File: src/rtl/host_bus_arbiter.sv
// rtl/host_bus_arbiter.sv - two-master arbiter onto a shared register bus, master A absolute priority
module host_bus_arbiter #(
    parameter int AW = 16,
    parameter int DW = 16
) (
    input  logic          host_clk,
    input  logic          host_rst_l,
    input  logic [AW-1:0] a_addr,
    input  logic [DW-1:0] a_wr_data,
    input  logic          a_rd_en,
    input  logic          a_wr_en,
    output logic [DW-1:0] a_rd_data,
    output logic          a_rd_valid,
    input  logic          b_req,
    input  logic          b_we,
    input  logic [AW-1:0] b_addr,
    input  logic [DW-1:0] b_wr_data,
    output logic          b_ack,
    output logic [DW-1:0] b_rd_data,
    output logic [AW-1:0] s_addr,
    output logic [DW-1:0] s_wr_data,
    output logic          s_rd_en,
    output logic          s_wr_en,
    input  logic [DW-1:0] s_rd_data,
    output logic          a_collision
);

    typedef enum logic [1:0] {
        IDLE = 2'd0,
        BUSY = 2'd1,
        DONE = 2'd2
    } b_state_t;

    b_state_t b_state;
    logic     a_rd_pend;
    logic     b_rd_pend;
    logic     a_any;

    assign a_any = a_rd_en | a_wr_en;

    always_ff @(posedge host_clk or negedge host_rst_l) begin
        if (!host_rst_l) begin
            b_state     <= IDLE;
            a_rd_pend   <= 1'b0;
            b_rd_pend   <= 1'b0;
            a_rd_data   <= '0;
            a_rd_valid  <= 1'b0;
            b_ack       <= 1'b0;
            b_rd_data   <= '0;
            s_addr      <= '0;
            s_wr_data   <= '0;
            s_rd_en     <= 1'b0;
            s_wr_en     <= 1'b0;
            a_collision <= 1'b0;
        end else begin
            s_rd_en    <= 1'b0;
            s_wr_en    <= 1'b0;
            b_ack      <= 1'b0;
            a_rd_pend  <= 1'b0;
            a_rd_valid <= a_rd_pend;

            // A read data is returned by the slave in the cycle the strobe is on the bus
            if (a_rd_pend) begin
                a_rd_data <= s_rd_data;
            end

            if (a_any) begin
                s_addr <= a_addr;
                if (a_wr_en) begin
                    s_wr_en   <= 1'b1;
                    s_wr_data <= a_wr_data;
                end else begin
                    s_rd_en   <= 1'b1;
                    a_rd_pend <= 1'b1;
                end
                if (a_rd_en && a_wr_en) begin
                    a_collision <= 1'b1;
                end
            end

            // B only launches in a cycle with no A strobe, so the bus never carries both
            case (b_state)
                IDLE: begin
                    if (b_req && !a_any) begin
                        b_state   <= BUSY;
                        b_rd_pend <= ~b_we;
                        s_addr    <= b_addr;
                        if (b_we) begin
                            s_wr_en   <= 1'b1;
                            s_wr_data <= b_wr_data;
                        end else begin
                            s_rd_en <= 1'b1;
                        end
                    end
                end
                BUSY: begin
                    if (b_rd_pend) begin
                        b_rd_data <= s_rd_data;
                    end
                    b_rd_pend <= 1'b0;
                    b_ack     <= 1'b1;
                    b_state   <= DONE;
                end
                DONE: begin
                    b_state <= IDLE;
                end
                default: begin
                    b_state <= IDLE;
                end
            endcase
        end
    end

endmodule
File: config.mk
export PLATFORM = sky130hd
export DESIGN_NAME = host_bus_arbiter
export DESIGN_NICKNAME = d
export VERILOG_FILES = /design/src/rtl/host_bus_arbiter.sv
export SDC_FILE = /design/constraint.sdc
export NUM_CORES = 1
export LEC_CHECK = 0
export CORE_MARGIN = 2
export CORE_UTILIZATION = 25
export CTS_CLUSTER_SIZE = 25
export DETAILED_ROUTE_END_ITERATION = 12
export PLACE_DENSITY_LB_ADDON = 0.1
export SYNTH_ARGS = -nofsm -noshare
export SYNTH_HDL_FRONTEND = slang
export SYNTH_SLANG_ARGS = --single-unit
File: constraint.sdc
create_clock -name host_clk -period 2.8 [get_ports host_clk]
set_input_delay 0.56 -clock host_clk [delete_from_list [all_inputs] [get_ports host_clk]]
set_output_delay 0.56 -clock host_clk [all_outputs]
set_load 0.05 [all_outputs]
======== Yosys cells after proc, flatten, opt, wreduce, memory -nomap -nowiden ========
Index checks and enable logic that the tools add are counted.
storage, ports and cells
  input port bits ......................... 86
  register bits ........................... 73
  output and inout port bits .............. 69
cells by class
  bitwise gates (word level) .............. 2
  multiplexer cells ....................... 23
  equality and inequality tests ........... 2
  reduce and logical (&&, ||, !) cells .... 8
operator list
  operator              number
  $mux W16              8
  $mux W1               12
  $reduce_and A2 Y1     3
  $pmux W2 S2           1
  $eq A2 B1 Y1 const B  1
  $logic_and A1 B1 Y1   2
  $logic_not A2 Y1      1
  $mux W2               1
  $ne A2 B2 Y1 const B  1
  $pmux W1 S2           1
  $reduce_bool A2 Y1    1
  $logic_not A1 Y1      1
  $not A1 Y1            1
  $or A1 B1 Y1          1

======== Longest topological paths before layout ========
  word-level depth ........................ 5
  mapped depth ............................ 5
  depth with buffers taken out ............ 3

======== Worst setup path before layout ========
OpenSTA, ideal clock, no wires.
  path kind ............................... in2reg
  start point ............................. in a_wr_en
  end point ............................... reg s_wr_data[10]
  data required time ...................... 2.675 ns
  buffers on the path ..................... 2
  data arrival time ....................... 1.774 ns
  setup slack ............................. 0.901 ns
  library setup time ...................... 0.125 ns
  stages on the path ...................... 5
  cells stage by stage .................... nand2b_4 > or4b_4 > buf_6 > buf_6 > mux2_4
on the way
  word-level cells in the longest chain between the ends .. 5
  elaborated cells on any way between the ends .. 8
  those cells by class .................... mux: 5; bitwise: 1; reduce/logical: 2
RTL lines
  what                                                    RTL line  source
  start: declaration                                      11        input logic a_wr_en,
  $mux W16 / $or A1 B1 Y1 (equally long branches)         69, 39
  $mux W16 / $logic_not A1 Y1 (equally long branches)     67, 84
  $mux W16 / $logic_and A1 B1 Y1 (equally long branches)  88, 84
  $mux W16                                                84        if (b_req && !a_any) begin
  $mux W16 *                                              82        case (b_state)
  end signal: assignment                                  71        s_wr_data <= a_wr_data;
  end signal: assignment                                  90        s_wr_data <= b_wr_data;
  end: declaration                                        21        output logic [DW-1:0] s_wr_data,
Mark *: on every way between the ends. The rest lies on a longest branch, timed or not.
A chain may end at the register's enable or synchronous reset.

======== Final worst setup path ========
  start point ............................. reg b_rd_data[12]
  end point ............................... out b_rd_data[12]
RTL lines
  what                      RTL line  source
  start: declaration        19        output logic [DW-1:0] b_rd_data,
  start signal: assignment  98        b_rd_data <= s_rd_data;
No word-level cell between the ends.

==> impl_metrics.json <==
{
  "outcome": "complete, no violations",
  "finalWirelength_mm": 7.90,
  "timing.rr.start": "b_state[0]",
  "postCtsResizedCells": 0,
  "crit_fanout": 2,
  "worstMarginPinSlew_ns": 0.960,
  "regArea_um2": 1830,
  "reg2reg_setup_slack_ns": 1.10,
  "antenna_found_initial": 0,
  "num_antenna_cells": 0,
  "fin_util": 0.421,
  "htree_levels": 3,
  "rows": 40,
  "yosys-top-cells-area": "dfrtp_1, mux2_2, mux2_4",
  "fillers": 1167,
  "fin_tns_setup_ns": 0,
  "p_leak_nw": 2.08,
  "worstPathCellList": "clkdlybuf4s50_1",
  "syn_nets": 279,
  "drive_gt1_frac": 0.321,
  "setup_viol": 0,
  "syn_to_final_growth_pct": 63.6,
  "reg2reg_to": "b_rd_data[1]",
  "start_kind": "flip-flop",
  "post_drt_wl_per_cell_um": 15.1,
  "synthTopCellsByCount": "mux2_2, dfrtp_1, mux2_4",
  "die_h_um": 116,
  "clock_latency_ns": 0.33,
  "grt_pass1_wl_mm": 12.4,
  "synth.distinct_cells": 17,
  "async_flop_share": 1.00,
  "ant_nets": 0,
  "rsz0062_at_grt": "false",
  "slew_headroom": 0.360,
  "multi_input_area_um2": 1230,
  "synth-edff-count": 0,
  "path_depth": 1,
  "gp_congestion": 0.661,
  "clk_pin_slew_ns": 0.05,
  "cts_buffers": 9,
  "critPathKind": "flip-flop to output port",
  "grt_max_degree": 74,
  "clock_path_buffers": 2,
  "cts_sinks": 73,
  "io_pins": 155,
  "die_area_um2": 13400,
  "grt_usage": 0.124,
  "synth_ff_type": "dfrtp_1",
  "ir_drop_uv": 213,
  "synth.most_common_cell": "mux2_2",
  "synth.largest_area_cell": "dfrtp_1",
  "fin_crit_ns": 2.08,
  "r2r.worst_path.cells": 3,
  "vias_per_cell": 4.15,
  "max_freq_ghz": 0.480,
  "cellPowerDensity_nw_per_um2": 770,
  "synth_cells": 193,
  "avgSynthCellArea_um2": 16.1,
  "worstPathRequired_ns": 2.24,
  "min_path_type": "input port to asynchronous set/reset pin",
  "ys_warn_count": 0,
  "postCtsHoldBufs": 0,
  "finalCritPeriodShare": 0.745,
  "drt_pre_antenna_iters": 2,
  "start_util": 0.257,
  "cts_tree": "done",
  "dr.first_iter.drc_count": 54,
  "netlist_area_um2": 3120,
  "cts_setup_buffers": 0,
  "ys_ff_latch": 73,
  "gr-total-overflow": 0,
  "arrival_ns": 1.52,
  "die_width_um": 116,
  "hpwl_mm": 5.57,
  "cp-end-kind": "output port",
  "grt_pass1_vias": 2381,
  "critPathBufInv": 1,
  "num_vias": 2170,
  "synth.yosys.seq_area_share": 0.586,
  "drv_slew": 0,
  "core_um2": 12100,
  "cp_slowest_cell": "clkdlybuf4s50_1",
  "nets": 438,
  "skew_ns": 0.00548,
  "clock-root-buffer": "clkbuf_16",
  "cp_top_family": "buffers and inverters",
  "port_buffers": 154,
  "drcViolationCount": 0,
  "yosys.area.top_type_share": 0.586,
  "finalHoldViolCount": 0,
  "critPathMaxStageDelay_ns": 0.84,
  "cap_violations": 0
}
power breakdown:
group          leakage [nW]  switching (mW)  internal (mW)
registers             0.860          0.0984           1.25
logic                  1.10           0.904          0.618
clock network         0.129           0.410          0.639
per-stage QoR:
step	instance area, um^2	hold WS (ns)	instances	total power [mW]	worst slack (ns)
after CTS	5100	0.429	523	3.98	0.709
final	5100	0.378	523	3.92	0.715
after detailed placement	4830	0.451	509	2.90	0.372
after floorplan	3120	0.264	193	2.31	0.901
after global routing	5100	0.471	523	4.10	0.675
after global placement	4830	0.441	509	2.89	0.406
how the worst max path moves through the flow:
stage	startpoint	endpoint
global route	a_rd_data[14]	a_rd_data[14]
CTS	b_rd_data[14]	b_rd_data[14]
global placement	a_wr_en	s_wr_data[8]
detailed placement	a_wr_en	s_wr_data[10]
floorplan	a_wr_en	s_wr_data[10]
finish	b_rd_data[12]	b_rd_data[12]
registers in the layout, summed over array words and instances, names as in the netlist:
| register | cells |
|---|---|
| a_rd_data | 16 |
| b_rd_data | 16 |
| s_addr | 16 |
| s_wr_data | 16 |
| b_state | 2 |
| a_collision | 1 |
| a_rd_pend | 1 |
| a_rd_valid | 1 |
| b_ack | 1 |
| b_rd_pend | 1 |
| s_rd_en | 1 |
| s_wr_en | 1 |
cells by family (layout without fill, tap and decap cells):
logic type / Yosys count / after routing / synth area share
muxes: 97 / 97 / 0.361
DFF: 73 / 73 / 0.586
and+or+nand+nor: 11 / 11 / 0.0293
buffers and inverters: 10 / 172 / 0.0185
AOI/OAI and AO/OA: 2 / 2 / 0.00482
cell usage in the layout (no fill, tap or decap), drive strengths merged:
cell type / synthesis / layout
nand2: 1 / 1
or4b: 1 / 1
nor2: 2 / 2
dfrtp: 73 / 73
mux2i: 1 / 1
mux2: 96 / 96
clkbuf: 2 / 14
inv: 1 / 1
nor4: 1 / 1
nand2b: 3 / 3
clkdlybuf4s50: 0 / 153
nor2b: 3 / 3
a21o: 2 / 2
buf: 7 / 4
final cells by class:
| type | instances | share of cell area |
|---|---|---|
| flip-flops and latches | 73 | 0.358 |
| repair buffers | 157 | 0.306 |
| multi-input cells | 110 | 0.242 |
| clock buffers | 14 | 0.0518 |
| well taps | 168 | 0.0412 |
| inverters | 1 | 0.000736 |
layer usage:
layer / track usage / vias up / wire (um)
li1: - / 1010 / -
met1: 0.146 / 1052 / 3400
met2: 0.198 / 96 / 3690
met3: 0.0434 / 12 / 643
met4: 0.0667 / 0 / 163
met5: 0 / - / 0
No activity file was read; power rests on OpenSTA's default activity.
